**src/rtl/mul_arbiter.sv**
```systemverilog
// mul_arbiter: round-robin arbiter that shares one 8x8 unsigned shift-add multiplier among NREQ requesters.
// Define MUL_ARB_TIMEOUT_EN to add a BUSY-cycle watchdog that answers with rsp_err after TIMEOUT cycles.
module mul_arbiter #(
    parameter int NREQ    = 4,
    parameter int TIMEOUT = 15
) (
    input  logic              clk,
    input  logic              rst,
    input  logic [NREQ-1:0]   req,
    input  logic [NREQ*8-1:0] req_a,
    input  logic [NREQ*8-1:0] req_b,
    output logic [NREQ-1:0]   gnt,
    output logic [NREQ-1:0]   rsp_valid,
    output logic [15:0]       rsp_product,
    output logic              rsp_err,
    output logic              busy,
    output logic              mul_start,
    output logic [7:0]        mul_a,
    output logic [7:0]        mul_b,
    input  logic              mul_ready,
    input  logic [15:0]       mul_product
);

    localparam int PW = $clog2(NREQ);

    localparam logic [1:0] S_IDLE  = 2'd0;
    localparam logic [1:0] S_START = 2'd1;
    localparam logic [1:0] S_BUSY  = 2'd2;
    localparam logic [1:0] S_DONE  = 2'd3;

    if (NREQ < 2 || NREQ > 8 || TIMEOUT < 1) begin : g_bad_params
        $error("mul_arbiter: NREQ must be 2..8 and TIMEOUT must be at least 1");
    end

    logic [1:0]    state_q, state_d;
    logic [PW-1:0] ptr_q, ptr_d;
    logic [7:0]    a_q, a_d;
    logic [7:0]    b_q, b_d;
    logic [15:0]   prod_q, prod_d;

    logic [PW-1:0] winner;
    logic          win_found;

`ifdef MUL_ARB_TIMEOUT_EN
    localparam int CW = ($clog2(TIMEOUT + 1) > 4) ? $clog2(TIMEOUT + 1) : 4;

    logic [CW-1:0] cnt_q, cnt_d;
    logic [CW-1:0] cnt_inc;
    logic          err_q, err_d;

    assign cnt_inc = cnt_q + CW'(1);
`endif

    // Round-robin search starts just past the last winner and wraps, so the last winner ranks lowest.
    // NOTE: every signal written in a combinational block gets a default first so no latch is inferred.
    always_comb begin
        int idx;
        winner    = '0;
        win_found = 1'b0;
        idx       = 0;
        for (int k = 1; k <= NREQ; k++) begin
            idx = int'(ptr_q) + k;
            if (idx >= NREQ) begin
                idx = idx - NREQ;
            end
            if (!win_found && req[PW'(idx)]) begin
                win_found = 1'b1;
                winner    = PW'(idx);
            end
        end
    end

    always_comb begin
        state_d = state_q;
        ptr_d   = ptr_q;
        a_d     = a_q;
        b_d     = b_q;
        prod_d  = prod_q;
`ifdef MUL_ARB_TIMEOUT_EN
        cnt_d   = cnt_q;
        err_d   = err_q;
`endif
        case (state_q)
            S_IDLE: begin
                if (win_found) begin
                    a_d     = req_a[{winner, 3'b000} +: 8];
                    b_d     = req_b[{winner, 3'b000} +: 8];
                    ptr_d   = winner;
                    state_d = S_START;
                end
            end
            S_START: begin
                state_d = S_BUSY;
`ifdef MUL_ARB_TIMEOUT_EN
                cnt_d   = '0;
`endif
            end
            // mul_ready is only trusted here: before our start pulse it may be stale from an older operation.
            S_BUSY: begin
                if (mul_ready) begin
                    prod_d  = mul_product;
                    state_d = S_DONE;
`ifdef MUL_ARB_TIMEOUT_EN
                    err_d   = 1'b0;
`endif
                end
`ifdef MUL_ARB_TIMEOUT_EN
                else if (cnt_inc == CW'(TIMEOUT)) begin
                    prod_d  = '0;
                    err_d   = 1'b1;
                    state_d = S_DONE;
                end else begin
                    cnt_d   = cnt_inc;
                end
`endif
            end
            S_DONE: begin
                state_d = S_IDLE;
            end
            default: begin
                state_d = S_IDLE;
            end
        endcase
    end

    // NOTE: registers use non-blocking assignments so every flop samples the pre-edge values.
    always_ff @(posedge clk or posedge rst) begin
        if (rst) begin
            state_q <= S_IDLE;
            ptr_q   <= PW'(NREQ - 1);
            a_q     <= '0;
            b_q     <= '0;
            prod_q  <= '0;
        end else begin
            state_q <= state_d;
            ptr_q   <= ptr_d;
            a_q     <= a_d;
            b_q     <= b_d;
            prod_q  <= prod_d;
        end
    end

`ifdef MUL_ARB_TIMEOUT_EN
    always_ff @(posedge clk or posedge rst) begin
        if (rst) begin
            cnt_q <= '0;
            err_q <= 1'b0;
        end else begin
            cnt_q <= cnt_d;
            err_q <= err_d;
        end
    end

    assign rsp_err = err_q;
`else
    assign rsp_err = 1'b0;
`endif

    // Grant is combinational so the requester sees it in the same cycle its operands are latched.
    assign gnt         = (state_q == S_IDLE && win_found && !rst) ? (NREQ'(1) << winner) : '0;
    assign rsp_valid   = (state_q == S_DONE) ? (NREQ'(1) << ptr_q) : '0;
    assign rsp_product = prod_q;
    assign busy        = (state_q != S_IDLE);
    assign mul_start   = (state_q == S_START);
    assign mul_a       = a_q;
    assign mul_b       = b_q;

endmodule

```
**config.mk**
```make
export PLATFORM = sky130hd
export DESIGN_NAME = mul_arbiter
export DESIGN_NICKNAME = d
export VERILOG_FILES = /design/src/rtl/mul_arbiter.sv
export SDC_FILE = /design/constraint.sdc
export NUM_CORES = 1
export LEC_CHECK = 0
export BUFFER_PORTS_ARGS = -buffer_cell sky130_fd_sc_hd__buf_2
export CORE_MARGIN = 4
export CORE_UTILIZATION = 35
export DETAILED_ROUTE_END_ITERATION = 10
export PLACE_DENSITY_LB_ADDON = 0.2
export SLEW_MARGIN = 10
export SYNTH_ARGS = -nofsm -noshare
export SYNTH_HDL_FRONTEND = slang
export SYNTH_SLANG_ARGS = --single-unit
```
**constraint.sdc**
```tcl
create_clock -name clk -period 3.6 [get_ports clk]
set_input_delay 0.72 -clock clk [delete_from_list [all_inputs] [get_ports clk]]
set_output_delay 0.72 -clock clk [all_outputs]
set_load 0.02 [all_outputs]
```
Word-level counts from Yosys, hierarchy flattened. Cells that the tools add are included.

Add/sub/neg operators: 8. $lt $le $gt $ge: 8. Equality and inequality tests: 5. Shift-type cells: 4. Mux-type cells: 29. Reduce and logical (&&, ||, !) cells: 14.

Operator list (count): $shiftx 32x6->8 (2); $mux 2 (10); $lt 2x4->1 const B (4); $mux 1 (12); $ge 3x3->1 const B (3); $bmux 1 s2 (4); $mux 4 (2); $pmux 2 s4 (1); $shl 1x2->4 const A (2); $sub 2x1->2 const B (4); $add 2x2->3 const B (2); $reduce_and 2->1 (3); $logic_and 1x1->1 (5); $add 2x3->4 const B (1); $eq 2x2->1 const B (2); $ge 4x3->1 const B (1); $logic_not 1->1 (4); $ne 2x2->1 const B (2); $add 2x1->3 const B (1); $eq 2x1->1 const B (1); $logic_not 2->1 (1); $reduce_bool 2->1 (1).

Bits in registers: 36. Input port bits: 87. Output and inout port bits: 43. Word-level logic and storage cells: 73.

Longest topological paths before layout.
Word-level depth: 19. Gate-level depth with buffers: 14.

Worst setup path after synthesis. No wires, ideal clock.

Path kind: flip-flop to output port. Start: register ptr_q[0]. End: output port gnt[3]. Arrival: 3.066 ns. Data required time: 2.880 ns. Setup slack: -0.186 ns. Stages on the path, launching flop included: 13. Cells stage by stage: dfstp_2 -> buf_4 -> buf_2 -> inv_1 -> ha_1 -> buf_2 -> mux2_1 -> nand2_2 -> nand3_1 -> o22a_1 -> buf_6 -> clkbuf_1 -> nor4_1.

Longest elaborated chain between the ends: 19.

RTL lines: from (decl) (line 36) `logic [PW-1:0] ptr_q, ptr_d;`; from (signal assigned) (line 130) `ptr_q <= PW'(NREQ - 1);`; from (signal assigned) (line 136) `ptr_q <= ptr_d;`; $add 2x1->3 (line 62) `idx = int'(ptr_q) + k;`; $ge 3x3->1 or $sub 2x1->2 (tied branches) (line 63, 64); $mux 2 (line 63) `if (idx >= NREQ) begin`; $bmux 1 s2 (line 66) `if (!win_found && req[PW'(idx)]) begin`; $mux 1 (not written as such) (2 in series) (line 66); $mux 1 (line 66); $logic_not 1->1 (line 66); $logic_and 1x1->1 (line 66); $mux 1 (line 66); $logic_not 1->1 (line 66); $logic_and 1x1->1 (line 66); $mux 1 (line 66); $logic_not 1->1 (line 66); $logic_and 1x1->1 (line 66); $mux 1 (line 66); $logic_and 1x1->1 (2 in series) (line 160) `assign gnt = (state_q == S_IDLE && win_found && !rst) ? (NREQ'(1) << winner) : '0;`; $mux 4 * (line 160); to (decl) (line 12) `output logic [NREQ-1:0] gnt,`.

Mark *: on every way between the ends. The rest lies on a longest branch, timed or not. The select of a mux whose other input is x is not followed.

Final worst setup path.
Start: register ptr_q[0]. End: output port gnt[0].

Same word-level chain as after synthesis.

==> results.json <==
{
  "yosys.cell_types.count": 46,
  "vdd_drop_max_uv": 550,
  "mappedNetlistNets": 347,
  "regArea_um2": 903,
  "core_um2": 6830,
  "ctsHtreeMaxLevel": 2,
  "maxCapViolations": 0,
  "tritoncts_clock_tree": "yes",
  "postSynthRegisterBits": 36,
  "clk-insertion-delay-late_ns": 0.29,
  "drcViolationCount": 0,
  "fillCellCount": 684,
  "top_flip_flop_cell_by_instance_count_after_synthesis": "dfrtp_1",
  "grt_pass1_vias": 2468,
  "maximum_root_to_sink_buffer_count": 2,
  "yosysMostFrequentCell": "dfrtp_1",
  "placement_rows": 30,
  "synth_top_cells_by_count": "dfrtp_1, nand2_1, nor2_1, and2_1, mux2_2",
  "drv_slew": 0,
  "avgViaCountPerCell": 5.03,
  "timing.final.setup_violations": 0,
  "final_min_period_over_clock_period_pct": 96.1,
  "design_area_um2": 3330,
  "yosys.area.top_type_share_pct": 34.5,
  "skew_ns": 0.00169,
  "worst_hold_slack_ns": 0.468,
  "grt_overflow_total": 0,
  "synth_warnings": 0,
  "place.gp.congestion": 0.876,
  "cts.sink_count": 36,
  "cts.clk_slew.worst_paths_ns": 0.07,
  "antenna_cells_inserted": 0,
  "sw_frac_of_total_pct": 48.4,
  "via_count": 2404,
  "slew_headroom_pct": 55.5,
  "worst-path-max-fanout": 7,
  "holdCritPathClass": "input pin to async pin",
  "synth_edf_count": 0,
  "ys_seq_area_share_pct": 36.6,
  "detail_route.wirelength_um": 7310,
  "grt_first_pass_wirelength_um": 12000,
  "post-synth-top-area-cell": "dfrtp_1",
  "root_buffer": "clkbuf_8",
  "start_kind": "register",
  "grt_antenna_before_repair": 0,
  "postPlaceCellArea_um2": 3200,
  "post_layout_net_count": 477,
  "dpl_hpwl_um": 5590,
  "design.die.area_um2": 8460,
  "synthToLayoutAreaGrowth_pct": 34.9,
  "synthTopCellsByArea": "dfrtp_1, mux2_2, a311oi_2",
  "die_height_um": 92.0,
  "r2r_setup_slack_ns": 0.62,
  "postSynth.asyncResetShare_pct": 100,
  "clockPowerShare_pct": 9.3,
  "crit_path_max_incr_delay_ns": 0.53,
  "die_w_um": 92.0,
  "worstPathRequired_ns": 2.88,
  "synth.cell_area_um2": 2470,
  "power_frac_seq_pct": 22.3,
  "final_setup_tns_ns": 0,
  "arrival_time_at_the_worst_endpoint_ns": 2.74,
  "cts_buffers": 5,
  "avgSynthCellArea_um2": 9.83,
  "critical_path_buf_inv_count": 2,
  "drive_above_1_share_pct": 51.3,
  "cp-end-kind": "output port",
  "status": "finished clean",
  "comb_power_share_pct": 68.4,
  "multi_input_comb_area_um2": 1420,
  "power_per_cell_area_nw_per_um2": 989,
  "track_usage_pct": 17.3,
  "firstDrtPassIters": 4,
  "number_of_port_buffers": 128,
  "final_period_minus_worst_setup_slack_ns": 3.46,
  "cpMaxStageDelayCell": "dfstp_2",
  "crit_chain": "inv_1, ha_1, and2b_1, nor2b_1, o21ai_0, a21oi_1, o32ai_2, and2_4, and3_1, buf_2",
  "p_leak_uw": 0.00160,
  "worst-setup-path-type": "register to output port",
  "critical_path.top_delay_family": "simple AND/OR/NAND/NOR gates",
  "intPower_uw": 1700,
  "num_io_pins": 130,
  "p_switching_uw": 1590,
  "wl_per_cell_um": 15.3,
  "final-hold-violation-count": 0,
  "timing_worst_slew_pin_value_ns": 0.666,
  "syn_inst": 251,
  "initial_core_util_pct": 36.1,
  "grt_start_max_net_pins": 28,
  "antenna_violating_nets_post_route": 0,
  "dr.first_iter.drc_count": 71,
  "maxClockFrequency_ghz": 0.289
}
final timing paths:
| check | to | startpoint | cells past startpoint |
|---|---|---|---|
| min in group clk | rsp_product[13] | rsp_product[13] | 1 |
| max in group asynchronous | ptr_q[1] | rst | 3 |
| min | mul_a[6] | rst | 2 |
| min reg2reg | rsp_product[13] | rsp_product[13] | 1 |
| max | gnt[0] | ptr_q[0] | 10 |
| max reg2reg | mul_b[3] | ptr_q[0] | 11 |
per-layer routing:
metal | track usage, % | part of all wire, % | vias up
met1 | 22.3 | 42 | 1142
li1 | - | - | 1159
met2 | 28.5 | 49 | 91
met5 | 0 | 0 | -
met4 | 5.07 | 1.5 | 0
met3 | 4.68 | 7.0 | 12
cells in the final DEF (no fill, tap or decap), types with 2 or more instances in the layout:
cell type and count:
nor4_2 2, mux2i_1 9, a2111oi_1 2, nor2_1 23, buf_2 127, and2_1 18
mux2_2 16, nand3_1 2, nand2_1 30, dfrtp_1 34, a2111oi_0 4, nor4_1 3
a221oi_1 4, ha_1 9, a311oi_2 10, o21ai_1 2, o21ai_0 9, buf_4 15
and3_1 2, a2111oi_2 6, a21oi_1 8, a311oi_1 2, nor2b_1 5, clkbuf_8 6
dfstp_2 2, inv_1 7
flip-flops by register name, summed over array words and instances, names as in the netlist:
name and flops:
rsp_product 16, mul_a 8, mul_b 8, ptr_q 2, state_q 2
final cells by class:
| class | count | share of cell area (%) |
|---|---|---|
| well taps | 96 | 3.61 |
| repair buffers | 143 | 22.8 |
| clock inverters | 1 | 0.225 |
| inverters | 8 | 0.902 |
| multi-input cells | 187 | 42.7 |
| clock buffers | 7 | 2.59 |
| flip-flops and latches | 36 | 27.1 |
power by group through the flow:
stage	clock network (uW)	registers, uW	logic (uW)
2_1_floorplan	0	970	1400
3_3_place_gp	0	734	2190
3_5_place_dp	0	741	2210
4_1_cts	316	735	2220
5_1_grt	330	758	2460
6_report	306	733	2250
timing repair:
action                     4_1_cts  5_1_grt
pin swaps                        0        1
setup endpoints to repair        1        2
buffers inserted                 0        3
hold buffers                     0        0
resized for setup                1        4
through the flow:
stage | cells | setup slack (ns) | util [%] | power [uW]
2_1_floorplan | 251 | 0.0438 | - | 2370
3_3_place_gp | 467 | 0.362 | 46.9 | 2920
3_5_place_dp | 467 | 0.295 | 46.9 | 2950
4_1_cts | 475 | 0.0713 | 48.3 | 3270
5_1_grt | 478 | -0.00563 | 48.7 | 3550
6_report | 478 | 0.142 | 48.7 | 3290
cells by family (layout without fill, tap and decap cells):
group / after synthesis / after routing / synth area share [%]
flops: 36 / 36 / 36.6
fa+ha+maj: 9 / 9 / 4.56
mux: 26 / 26 / 11.4
compound gates: 56 / 56 / 21.8
buf+inv: 28 / 159 / 6.44
other cells: 1 / 1 / 0.152
simple gates: 95 / 95 / 19.0
No activity file was read; power rests on OpenSTA's default activity.
